`config.mk`:
```
export PLATFORM = sky130hd
export DESIGN_NAME = instr_encoder
export DESIGN_NICKNAME = d
export VERILOG_FILES = /design/src/rtl/instr_pkg.sv /design/src/rtl/instr_field_packer.sv /design/src/rtl/instr_encoder.sv
export SDC_FILE = /design/constraint.sdc
export NUM_CORES = 1
export LEC_CHECK = 0
export CORE_AREA = 2 2 92 94
export DETAILED_ROUTE_END_ITERATION = 16
export DIE_AREA = 0 0 94 96
export MAX_ROUTING_LAYER = met4
export PLACE_DENSITY = 0.65
export SKIP_CTS_REPAIR_TIMING = 1
export SYNTH_ARGS = -nofsm -noshare
export SYNTH_HDL_FRONTEND = slang
export SYNTH_HIERARCHICAL = 1
export SYNTH_SLANG_ARGS = --single-unit
export TNS_END_PERCENT = 10
```
`constraint.sdc`:
```
create_clock -name clk -period 2.2 [get_ports clk]
set_input_delay 0.44 -clock clk [delete_from_list [all_inputs] [get_ports clk]]
set_output_delay 0.44 -clock clk [all_outputs]
set_load 0.02 [all_outputs]
```
`src/rtl/instr_pkg.sv`:
```
// Shared encoding constants, error codes, state type and field packing for the instruction
// encoder; the bit positions match the datapath decoder.
package instr_pkg;

    localparam logic [2:0] OPC_B    = 3'b001;
    localparam logic [2:0] OPC_LDR  = 3'b011;
    localparam logic [2:0] OPC_STR  = 3'b100;
    localparam logic [2:0] OPC_ALU  = 3'b101;
    localparam logic [2:0] OPC_MOV  = 3'b110;
    localparam logic [2:0] OPC_HALT = 3'b111;

    localparam logic [1:0] OP_MOV_REG = 2'b00;
    localparam logic [1:0] OP_CMP     = 2'b01;
    localparam logic [1:0] OP_MOV_IMM = 2'b10;
    localparam logic [1:0] OP_MVN     = 2'b11;
    localparam logic [1:0] OP_MEM     = 2'b00;
    localparam logic [1:0] OP_B       = 2'b00;

    localparam logic [1:0] ERR_NONE    = 2'b00;
    localparam logic [1:0] ERR_ILLEGAL = 2'b01;
    localparam logic [1:0] ERR_RANGE   = 2'b10;
    localparam logic [1:0] ERR_FULL    = 2'b11;

    localparam int unsigned OPC_LSB = 13;
    localparam int unsigned OP_LSB  = 11;
    localparam int unsigned RN_LSB  = 8;
    localparam int unsigned RD_LSB  = 5;
    localparam int unsigned SH_LSB  = 3;
    localparam int unsigned RM_LSB  = 0;

    localparam logic [15:0] HALT_WORD = 16'hE000;

    typedef enum logic [2:0] {IDLE, ACCEPT, WRITE, DONE, ERR} state_t;

    // Immediate formats reuse the rd/shift/rm slots for their low bits.
    function automatic logic [15:0] pack_fields(input logic [2:0] opc, input logic [1:0] op,
                                                input logic [2:0] rn, input logic [2:0] rd,
                                                input logic [1:0] sh, input logic [2:0] rm);
        return (16'(opc) << OPC_LSB) | (16'(op) << OP_LSB) | (16'(rn) << RN_LSB) |
               (16'(rd) << RD_LSB) | (16'(sh) << SH_LSB) | (16'(rm) << RM_LSB);
    endfunction

endpackage

```
`src/rtl/instr_field_packer.sv`:
```
// Combinational field-to-word packer. Immediate range checking is built only when
// INSTR_ENCODER_RANGE_CHECK_EN is defined; otherwise immediates are truncated.
module instr_field_packer
    import instr_pkg::*;
(
    input  logic [2:0]  i_opcode,
    input  logic [1:0]  i_op,
    input  logic [2:0]  i_rn,
    input  logic [2:0]  i_rd,
    input  logic [2:0]  i_rm,
    input  logic [1:0]  i_shift,
    input  logic [15:0] i_imm,
    output logic [15:0] o_word,
    output logic        o_illegal,
    output logic        o_range_err
);

    logic w_need_imm8;
    logic w_need_imm5;

    always_comb begin
        o_word      = '0;
        o_illegal   = 1'b0;
        w_need_imm8 = 1'b0;
        w_need_imm5 = 1'b0;
        case (i_opcode)
            OPC_MOV: begin
                if (i_op == OP_MOV_IMM) begin
                    o_word      = pack_fields(OPC_MOV, OP_MOV_IMM, i_rn,
                                              i_imm[7:5], i_imm[4:3], i_imm[2:0]);
                    w_need_imm8 = 1'b1;
                end else if (i_op == OP_MOV_REG) begin
                    o_word = pack_fields(OPC_MOV, OP_MOV_REG, 3'b000, i_rd, i_shift, i_rm);
                end else begin
                    o_illegal = 1'b1;
                end
            end
            OPC_ALU: begin
                o_word = pack_fields(OPC_ALU, i_op,
                                     (i_op == OP_MVN) ? 3'b000 : i_rn,
                                     (i_op == OP_CMP) ? 3'b000 : i_rd,
                                     i_shift, i_rm);
            end
            OPC_LDR, OPC_STR: begin
                if (i_op == OP_MEM) begin
                    o_word      = pack_fields(i_opcode, OP_MEM, i_rn, i_rd,
                                              i_imm[4:3], i_imm[2:0]);
                    w_need_imm5 = 1'b1;
                end else begin
                    o_illegal = 1'b1;
                end
            end
            OPC_B: begin
                if (i_op == OP_B) begin
                    o_word      = pack_fields(OPC_B, OP_B, i_rn,
                                              i_imm[7:5], i_imm[4:3], i_imm[2:0]);
                    w_need_imm8 = 1'b1;
                end else begin
                    o_illegal = 1'b1;
                end
            end
            OPC_HALT: o_word = HALT_WORD;
            default:  o_illegal = 1'b1;
        endcase
    end

`ifdef INSTR_ENCODER_RANGE_CHECK_EN
    logic w_fits_imm8;
    logic w_fits_imm5;

    // A value fits when every bit above the field's sign bit copies that sign bit.
    assign w_fits_imm8 = (i_imm[15:7] == 9'h000) || (i_imm[15:7] == 9'h1FF);
    assign w_fits_imm5 = (i_imm[15:4] == 12'h000) || (i_imm[15:4] == 12'hFFF);
    assign o_range_err = (w_need_imm8 && !w_fits_imm8) || (w_need_imm5 && !w_fits_imm5);
`else
    logic w_unused_range;

    assign w_unused_range = ^{i_imm[15:8], w_need_imm8, w_need_imm5};
    assign o_range_err    = 1'b0;
`endif

endmodule

```
`src/rtl/instr_encoder.sv`:
```
// Program loader: accepts field bundles over valid/ready, packs them and writes the words
// sequentially from BASE_ADDR. Optional range checking via INSTR_ENCODER_RANGE_CHECK_EN.
module instr_encoder
    import instr_pkg::*;
#(
    parameter int unsigned ADDR_W    = 8,
    parameter int unsigned BASE_ADDR = 0
) (
    input  logic              clk,
    input  logic              reset,
    input  logic              start,
    input  logic              in_valid,
    output logic              in_ready,
    input  logic [2:0]        in_opcode,
    input  logic [1:0]        in_op,
    input  logic [2:0]        in_rn,
    input  logic [2:0]        in_rd,
    input  logic [2:0]        in_rm,
    input  logic [1:0]        in_shift,
    input  logic [15:0]       in_imm,
    output logic              mem_write,
    output logic [ADDR_W-1:0] mem_addr,
    output logic [15:0]       mem_wdata,
    output logic              busy,
    output logic              done,
    output logic              err,
    output logic [1:0]        err_code,
    output logic [ADDR_W:0]   word_count
);

    localparam logic [ADDR_W-1:0] BASE = ADDR_W'(BASE_ADDR);

    state_t            r_state, w_state_next;
    logic [ADDR_W-1:0] r_addr, w_addr_next;
    logic [15:0]       r_wdata, w_wdata_next;
    logic [ADDR_W:0]   r_count, w_count_next;
    logic              r_done, w_done_next;
    logic              r_err, w_err_next;
    logic [1:0]        r_code, w_code_next;

    logic [15:0]       w_word;
    logic              w_illegal;
    logic              w_range_err;

    instr_field_packer u_packer (
        .i_opcode    (in_opcode),
        .i_op        (in_op),
        .i_rn        (in_rn),
        .i_rd        (in_rd),
        .i_rm        (in_rm),
        .i_shift     (in_shift),
        .i_imm       (in_imm),
        .o_word      (w_word),
        .o_illegal   (w_illegal),
        .o_range_err (w_range_err)
    );

    always_comb begin
        w_state_next = r_state;
        w_addr_next  = r_addr;
        w_wdata_next = r_wdata;
        w_count_next = r_count;
        w_done_next  = r_done;
        w_err_next   = r_err;
        w_code_next  = r_code;
        case (r_state)
            IDLE, DONE, ERR: begin
                if (start) begin
                    w_state_next = ACCEPT;
                    w_addr_next  = BASE;
                    w_count_next = '0;
                    w_done_next  = 1'b0;
                    w_err_next   = 1'b0;
                    w_code_next  = ERR_NONE;
                end
            end
            ACCEPT: begin
                if (in_valid) begin
                    if (w_illegal) begin
                        w_state_next = ERR;
                        w_err_next   = 1'b1;
                        w_code_next  = ERR_ILLEGAL;
                    end else if (w_range_err) begin
                        w_state_next = ERR;
                        w_err_next   = 1'b1;
                        w_code_next  = ERR_RANGE;
                    end else begin
                        w_state_next = WRITE;
                        w_wdata_next = w_word;
                    end
                end
            end
            WRITE: begin
                w_count_next = r_count + {{ADDR_W{1'b0}}, 1'b1};
                // Only HALT packs to this value, so the registered word identifies it.
                if (r_wdata == HALT_WORD) begin
                    w_state_next = DONE;
                    w_done_next  = 1'b1;
                end else if (&r_addr) begin
                    w_state_next = ERR;
                    w_err_next   = 1'b1;
                    w_code_next  = ERR_FULL;
                end else begin
                    w_state_next = ACCEPT;
                    w_addr_next  = r_addr + ADDR_W'(1);
                end
            end
            default: w_state_next = IDLE;
        endcase
    end

    always_ff @(posedge clk) begin
        if (reset) begin
            r_state <= IDLE;
            r_addr  <= BASE;
            r_wdata <= '0;
            r_count <= '0;
            r_done  <= 1'b0;
            r_err   <= 1'b0;
            r_code  <= ERR_NONE;
        end else begin
            r_state <= w_state_next;
            r_addr  <= w_addr_next;
            r_wdata <= w_wdata_next;
            r_count <= w_count_next;
            r_done  <= w_done_next;
            r_err   <= w_err_next;
            r_code  <= w_code_next;
        end
    end

    assign in_ready   = (r_state == ACCEPT);
    assign mem_write  = (r_state == WRITE);
    assign busy       = (r_state == ACCEPT) || (r_state == WRITE);
    assign mem_addr   = r_addr;
    assign mem_wdata  = r_wdata;
    assign done       = r_done;
    assign err        = r_err;
    assign err_code   = r_code;
    assign word_count = r_count;

endmodule
```
==> impl_metrics.env <==
export IMPL_status="finished, final reports clean"
export IMPL_coreArea_sq_mm=0.00805
export IMPL_worst_pin_slew_ps=552
export IMPL_sw_frac_of_total_pct=26.8
export IMPL_pin_count=76
export IMPL_fillers=820
export IMPL_wirelength_microns=6210
export IMPL_reg2reg_to="err_code[0]"
export IMPL_nets=393
export IMPL_numCtsBuffers=5
export IMPL_drc=0
export IMPL_yosys_warnings=6
export IMPL_critPathLaunchType="primary input"
export IMPL_async_flop_share_pct=0
export IMPL_drtPass1Iterations=5
export IMPL_grt_max_degree=31
export IMPL_finalNonFillerCells=461
export IMPL_via_count=2352
export IMPL_endpoint="err_code[0]"
export IMPL_yosysSeqAreaShare_pct=33.9
export IMPL_critPathRequiredTime_ps=2390
export IMPL_syn_nets=310
export IMPL_pwr_share_clk_pct=33.6
export IMPL_startpoint="in_opcode[1]"
export IMPL_synthDistinctLibCells=69
export IMPL_synth_seq_cells=40
export IMPL_clk_latency_ps=300
export IMPL_die_area_sq_mm=0.00902
export IMPL_p_int_w=0.00113
export IMPL_area_delta_synth_final_pct=43.1
export IMPL_overflow=0
export IMPL_cp_common_cell="a21oi_1"
export IMPL_r2r_setup_slack_ps=420
export IMPL_hp_class="reg2reg"
export IMPL_fp_dieH_microns=96
export IMPL_hold_viol_final=0
export IMPL_r2r_start="mem_wdata[10]"
export IMPL_rsz0062_at_grt="true"
export IMPL_initial_core_util_pct=29.3
export IMPL_cts_tree="built"
export IMPL_grt_usage_pct=14.5
export IMPL_holdWs_ps=479
export IMPL_critPathBufInv=3
export IMPL_slowest_stage="clkdlybuf4s50_1"
export IMPL_num_rows=33
export IMPL_synth_top_cell_by_area="dfxtp_1"
export IMPL_synth_area_sq_mm=0.00236
export IMPL_p_switching_w=0.000414
export IMPL_max_freq_mhz=485
export IMPL_synthTopCellsByArea="dfxtp_1 34%, mux2i_1 6.8%, nor2_1 4.9%"
export IMPL_ys_dominant_reg_cell="dfxtp_1"
export IMPL_max_cap_violations=0
export IMPL_syn_avg_cell_area_sq_um=8.68
export IMPL_final_common_cell="clkdlybuf4s50_1"
export IMPL_clk_pin_slew_worst_paths_ps=80
export IMPL_cts_sinks=40
export IMPL_period_share_pct=93.7
export IMPL_mostFrequentLayoutCells="64 x clkdlybuf4s50_1, 39 x dfxtp_1, 31 x nor2_1, 23 x nand2_1, 20 x buf_4"
export IMPL_fin_ws_ps=140
export IMPL_max_stage_delay_ps=470
export IMPL_antenna_found_initial=0
export IMPL_place_hpwl_microns=4720
export IMPL_ff2ff_path_depth=5
export IMPL_via_per_inst=5.10
export IMPL_grt_pass1_vias=2235
export IMPL_clockRootBuffer="clkbuf_8"
export IMPL_p_seq_share_pct=48.1
export IMPL_drt_wirelength_per_cell_microns=13.5
export IMPL_dp_slack_ps=-153
export IMPL_crit_family="compound AO/OA/AOI/OAI gates"
export IMPL_fin_total_pwr_w=0.00155
export IMPL_worst_path_max_fanout=3
export IMPL_fin_crit_ps=2060
export IMPL_pwr_share_comb_pct=18.3
export IMPL_arrival_ps=2250
export IMPL_synth_edff_count=0
export IMPL_max_slew_margin_pct=63.2
export IMPL_ff_latch_area_sq_um=802
export IMPL_hold_depth=1
export IMPL_ant_nets=0
export IMPL_grt_pass1_wl_microns=10200
export IMPL_cp_depth=10
export IMPL_multi_input_area_sq_mm=0.00142
export IMPL_io_buffer_count=67
export IMPL_htreeDepth=2
export IMPL_place_inst=453
export IMPL_gp_congestion=0.826
export IMPL_final_max_slew_viol_count=0
export IMPL_ir_drop_v=0.000205
export IMPL_first_iter_violations=87
export IMPL_antenna_cells=0
export IMPL_static_leakage_power_nw=1.41
export IMPL_die_w_microns=94
export IMPL_power_density_mw_per_mm2=458
export IMPL_syn_inst=272
export IMPL_finalSetupViolCount=0
export IMPL_cp_cell_sequence="clkdlybuf4s50_1, inv_1, a21oi_1, a21oi_1, buf_4, nor2_1, nand2_1, o21ai_2, a211oi_2, o221a_1"
export IMPL_yosys_area_top_type_share_pct=33.9
export IMPL_cp_end_kind="flop"
export IMPL_critical_path_class="in2reg"
export IMPL_cts_buffer_depth=2
export IMPL_drive_gt1_share_pct=14.9
export IMPL_skew_ps=6.40
==> power by group through the flow <==
| stage | combinational, W | sequential (W) | clock (W) |
|---|---|---|---|
| final | 0.000283 | 0.000743 | 0.000520 |
| after global routing | 0.000307 | 0.000745 | 0.000572 |
| after CTS | 0.000280 | 0.000743 | 0.000539 |
| after detailed placement | 0.000280 | 0.000761 | 0 |
| after global placement | 0.000275 | 0.000760 | 0 |
| after floorplan | 0.000140 | 0.000767 | 0 |
==> cells in the mapped netlist, drive strengths merged (2+ instances only) <==
cell type	count
o211ai	7
a211oi	3
nand3	8
nor3b	2
nand3b	2
inv	11
and2b	2
nor2b	2
and3	7
mux2i	16
nand2	24
a211o	2
a21oi	16
a21boi	4
clkinv	2
o32ai	5
o21a	4
buf	10
and2	2
nand4	9
nand2b	3
nor2	31
or3	2
nor3	4
a31oi	8
o31ai	3
o21ai	11
clkbuf	3
dfxtp	40
ha	2
nor4b	7
==> cell families after synthesis <==
family          Yosys count  share of synthesized area (%)
other cells               1                          0.159
simple gates            109                           27.1
fa+ha+maj                 2                           1.06
xor+xnor                  1                          0.371
flops                    40                           33.9
buf+inv                  26                           6.31
compound gates           76                           23.8
mux                      17                           7.26
==> how the worst min path moves through the flow <==
stage	startpoint	to	slack (ps)
finish	err_code[1]	err_code[1]	480
CTS	word_count[8]	word_count[8]	480
global route	word_count[8]	word_count[8]	490
global placement	err_code[1]	err_code[1]	450
floorplan	r_state[1]	r_state[0]	510
detailed placement	err_code[1]	err_code[1]	460
==> through the flow <==
stage | TNS, ps | utilization [%] | area (sq um)
2_1_floorplan | 0 | - | 2360
3_3_place_gp | -1090 | 40.5 | 3260
3_5_place_dp | -1540 | 40.5 | 3260
4_1_cts | -356 | 41.7 | 3360
5_1_grt | -24.7 | 41.9 | 3380
6_report | 0 | 41.9 | 3380
==> state kept, by name (all words and copies together), names as in the netlist <==
register / flops
done: 1
err: 1
err_code: 2
mem_addr: 8
mem_wdata: 16
r_state: 3
word_count: 9
==> final cells by class <==
class | count | area share (%)
clock inverter | 1 | 0.222
tap | 105 | 3.89
sequential | 40 | 23.7
inverter | 13 | 1.74
clock buffer | 7 | 2.56
multi-input combinational | 206 | 42.1
timing repair buffer | 89 | 25.7
==> metal layers <==
layer	up-vias	GRT usage (%)	share of wire, %
li1	1180	-	-
met1	1098	17.4	46
met2	65	24.8	48
met3	9	2.74	4.4
met4	0	4.71	1.5
met5	-	-	0
(Power assumes the default switching activity.)
==> patch 1, RTL diff (same flow settings) <==
The option `INSTR_ENCODER_RANGE_CHECK_EN` is turned on by a define.
--- a/src/rtl/instr_field_packer.sv
+++ b/src/rtl/instr_field_packer.sv
@@ -1,5 +1,7 @@
 // Combinational field-to-word packer. Immediate range checking is built only when
 // INSTR_ENCODER_RANGE_CHECK_EN is defined; otherwise immediates are truncated.
+`define INSTR_ENCODER_RANGE_CHECK_EN
+
 module instr_field_packer
     import instr_pkg::*;
 (
Check against the original RTL: not equivalent (a bounded check fails within 4 cycles, from zero or initial values and one cycle with reset high).
==> patch 1 against the original RTL <==
- sequential power increased by 0.8%
- via count up 6.0%
- setup slack lost 0.13 ns
- area after synthesis up 0.21%
- register-to-register slack improved by 0.05 ns
- wire length increased by 13%
- sequential cell count stayed put
- cell area rose by 7.9%
- total power is 11% higher
- critical path type unchanged
- largest power group unchanged
==> patch 1: results (changes against the original RTL) <==
Placed design
  – Input/output buffers: 75 (+12%)
  – Pre-CTS setup slack: -0.562 ns (-0.409 ns)
  – DP Wirelength: 5280 um (+12%)
  – Placed insts: 478 (+5.5%)
  – Area post-placement: 3390 um^2 (+3.9%)
  – Gpl congestion: 0.917 (+11%)

Routing
  – Iter 0 DRT Violations: 53 (-39%)
  – Routed wire length per instance: 14.4 um (+6.6%)
  – Vias/cell: 5.10 (about the same)
  – Post-Route WL: 7030 um (+13%)
  – Drt pass-1 iters: 4 (-1)

Power
  – Maximum vdd drop: 0.255 mV (+24%)
  – Leakage: 1.55 nW (+10%)
  – PwrDens: 470 nW/um^2 (+2.6%)

Layout
  – Nets@finish: 421 (+7.1%)
  – Fill cells: 810 (-1.2%)
  – Signal buffers: 105 (+18%)
  – Comb_multi_in: 223 (+8.3%)
  – Non-clk invs: 8 (-5)
  – N_diodes: 0 (unchanged)
  – Number of flip-flops in the largest register: 16 (unchanged)
  – Layout cells sized above 1: 17.4% (+2.6 points)
  – Multi-input combinational area share: 42.4% (+0.24 points)
  – Clock network area share: 3.19% (+0.41 points)
  – Signal buf overhead: 27.7% (+2.0 points)

Critical path
  – R2r endpoint: err_code[0]
  – Worst reg-to-reg setup slack: 0.47 ns (+0.05 ns)
  – CP delay by family, top: simple AND/OR/NAND/NOR gates
  – Crit path max fanout: 3 (unchanged)
  – Worst reg2reg path depth: 4 (-1)
  – Crit-path max cell delay: 0.50 ns (+0.03 ns)
  – Crit path DAT: 2.38 ns (+0.13 ns)
  – Reg2reg start: mem_addr[0]
  – Crit path launch: in_imm[13]

GRT
  – Largest net degree at the start of global routing: 23 (-26%)
  – Vias in the first global route: 2,418 (+8.2%)
  – Global-route wire length before repair: 11,300 um (+11%)
  – Total track usage: 16.1% (+1.6 points)

Run status
  – Status: complete, no violations

CTS
  – CTS max path bufs: 2 (unchanged)
  – Clock insertion delay at the later pin of the skew report: 0.29 ns

Die
  – DIE WIDTH: 94 um (unchanged)

Synth
  – Avg Cell Area, Syn: 8.39 um^2 (-3.3%)
  – Synth Flop Type: dfxtp_1
  – Top cells by area, synth: dfxtp_1, mux2i_1, nor2_1
  – Top post-synthesis cells by count: dfxtp_1, nor2_1, nand2_1, mux2i_1, o21ai_0
  – Syn nets: 320 (+3.2%)
  – Cell variety after synth: 61 (-12%)
  – Fraction of the yosys area taken by sequential cells: 33.9% (-0.072 points)

Worst hold path
  – Hold Crit Class: flop to flop
  – Hold endpoint: word_count[8]
  – Hold path cells: 1 (unchanged)
  – Hold Crit Start: word_count[8]

STA
  – Final hold slack: 0.480 ns (+0.000924 ns)
  – Clock Skew: 0.0103 ns (+0.00395 ns)
  – Fin worst setup slack: 0.0125 ns (-0.127 ns)
  – Slew HR: 62.0% (-1.2 points)
[patch 1: changes by cell type in the layout (fill, tap and decap cells not counted), moves of 5 or more]
cell            change
dlymetal6s2s_1      +6
nand2_1             -5
a22o_1              +5
o21ai_0             +7
nor2b_1             +6
buf_4               +9
nor2_1              +6
o211ai_1            -6
o32ai_1             -5
inv_1               -5
[patch 1: power by group]
group,internal [mW],leakage [nW],switching [mW]
Combinational,0.179,1.17,0.172
Sequential,0.737,0.324,0.0117
Clock,0.342,0.0583,0.271
Total,1.26,1.55,0.455
[patch 1: layer usage]
metal	global-route usage (%)	up-vias	share of wire (%)
met1	20.1	1172	46
met5	-	-	0
met4	3.99	0	1.1
met2	26.8	57	49
li1	-	1258	-
met3	3.37	7	4.1
[patch 1: cells by family after synthesis]
kind of cell               synth area share (%)
buffers and inverters                      4.23
DFF                                        33.9
adders and majority gates                  1.06
and+or+nand+nor                            28.8
muxes                                      7.25
AOI/OAI and AO/OA                          24.8
==> patch 2, RTL diff (config.mk and constraints unchanged) <==
Made on the original files. Reset style: asynchronous (`reset`), changed in one clocked block.
--- a/src/rtl/instr_encoder.sv
+++ b/src/rtl/instr_encoder.sv
@@ -109,7 +109,7 @@
         endcase
     end
 
-    always_ff @(posedge clk) begin
+    always_ff @(posedge clk or posedge reset) begin
         if (reset) begin
             r_state <= IDLE;
             r_addr  <= BASE;
Formal check against the unedited RTL: differs if reset is asserted again (counterexample within 4 cycles, from zero or initial values and one cycle with reset high); with reset held inactive, the same outputs for 10 cycles.
==> patch 2 against the original RTL <==
- sequential cell count unchanged
- setup slack improved by 0.0083 ns
- maximum frequency increased by 0.40%
- clock skew about the same
- synthesized cell count decreased by 8.8%
- first-iteration DRC count decreased by 52%
- cell area increased by 4.6%
- sequential share of layout area increased by 4.6 points
- area after synthesis increased by 6.6%
- core utilization increased by 1.9 points
- wire length increased by 0.48%
- critical path type unchanged
- largest cell class unchanged
Power is not compared: it rests on default switching activity, and its combinational part moved more than twofold at a synthesized area within 25%.
==> patch 2: results (changes against the original RTL) <==
Critical path
  – Worst reg-to-reg setup slack: 0.25 ns (-0.17 ns)
  – Crit-path max cell delay: 0.50 ns (+0.03 ns)
  – Crit path DAT: 2.23 ns (-0.02 ns)
  – CP delay by family, top: buffers and inverters
  – Crit path max fanout: 17 (+14)

Layout
  – Nets@finish: 370 (-5.9%)
  – Number of flip-flops in the largest register: 16 (unchanged)
  – Layout cells sized above 1: 19.8% (+4.9 points)
  – Fill cells: 790 (-3.7%)

Power
  – Maximum vdd drop: 0.359 mV
  – Leakage: 1.59 nW

Routing
  – Post-Route WL: 6240 um (+0.48%)
  – Vias/cell: 5.00 (-1.9%)
  – Drt pass-1 iters: 4 (-1)
  – Iter 0 DRT Violations: 42 (-52%)
  – Routed wire length per instance: 14.3 um (+5.8%)

GRT
  – Vias in the first global route: 2,229 (-0.27%)
  – Total track usage: 15.2% (+0.66 points)
  – Largest net degree at the start of global routing: 41 (+32%)
  – Global-route wire length before repair: 10,700 um (+4.7%)

Placed design
  – Placed insts: 430 (-5.1%)
  – Gpl congestion: 0.833 (+0.86%)
  – Area post-placement: 3400 um^2 (+4.1%)
  – DP Wirelength: 4740 um (+0.33%)

CTS
  – Clock insertion delay at the later pin of the skew report: 0.29 ns

STA
  – Clock Skew: 0.00672 ns (+0.000327 ns)
  – Worst slew pin tran: 0.512 ns (-0.0405 ns)

Synth
  – Synth Flop Type: dfrtp_1
  – Fraction of the yosys area taken by sequential cells: 39.8% (+5.9 points)
  – Asr flop ratio synth: 100% (+100 points)
  – Top post-synthesis cells by count: dfrtp_1, nand2_1, inv_1, mux2_4
  – Cell variety after synth: 64 (-7.2%)
  – Avg Cell Area, Syn: 10.1 um^2 (+17%)
  – Top cells by area, synth: dfrtp_1, mux2_4, nand2_1
  – Syn nets: 286 (-7.7%)

Run status
  – Status: complete, no violations
-- patch 2: changes by cell type after synthesis, moves of 7 or more --
| cell | delta |
|---|---|
| mux2_4 | +9 |
| a21oi_1 | -7 |
| dfxtp_1 | -40 |
| dfrtp_1 | +40 |
| mux2i_1 | -12 |
| nor2_1 | -23 |
| mux2_2 | +8 |
-- patch 2: layout make-up --
cell class              count  share of cell area [%]
multi-input cells         181                    38.9
flip-flops and latches     40                    28.3
clock buffers               7                    2.73
well taps                 105                    3.72
inverters                  15                    1.59
repair buffers             89                    23.9
clock inverters             1                   0.850
-- patch 2: final timing paths --
path,end,depth (start not counted),startpoint
min in group asynchronous,mem_addr[0],3,reset
max reg2reg,mem_addr[5],6,r_state[2]
max in group asynchronous,mem_wdata[2],3,reset
min,word_count[8],1,word_count[8]
max,mem_wdata[1],7,in_op[1]
min reg2reg,word_count[8],1,word_count[8]
-- patch 2: worst reg2reg max path, stage by stage (launching register included) --
cell	delay [ns]
dfrtp_1	0.45
or3b_4	0.46
inv_1	0.08
buf_4	0.18
o21ai_2	0.14
nor4_1	0.35
mux2i_1	0.22
-- patch 2: stage by stage --
step	hold WS (ns)	util [%]	setup slack (ns)
after CTS	0.490	43.8	-0.224
final	0.482	43.9	0.148
after floorplan	0.524	-	0.311
after global placement	0.461	42.2	-0.174
after global routing	0.502	43.9	0.0392
after detailed placement	0.479	42.2	-0.163
-- patch 2: cell families (layout without fill, tap and decap cells) --
group,count (synthesis),in the layout,synth area share [%]
xor gates and xnor gates,4,4,1.39
and+or+nand+nor,89,89,22.2
adders and majority gates,2,2,0.995
muxes,21,21,10.5
other,1,1,0.149
buffers and inverters,27,112,5.62
DFF,40,40,39.8
AOI/OAI and AO/OA,64,64,19.3
-- patch 2: routing by layer --
layer | part of all wire [%] | wire length [um] | global-route usage [%]
met1 | 46 | 2870 | 19.5
met2 | 49 | 3050 | 24.9
met3 | 5.1 | 317 | 3.05
met4 | 0.11 | 7 | 3.50
met5 | 0 | 0 | -
-- patch 2: power by group through the flow --
stage | registers (mW) | logic, mW | clock network [mW]
global route | 1.07 | 1.29 | 0.697
detailed placement | 1.05 | 1.21 | 0
global placement | 1.05 | 1.18 | 0
finish | 1.04 | 1.19 | 0.653
CTS | 1.04 | 1.21 | 0.671
floorplan | 1.19 | 0.502 | 0
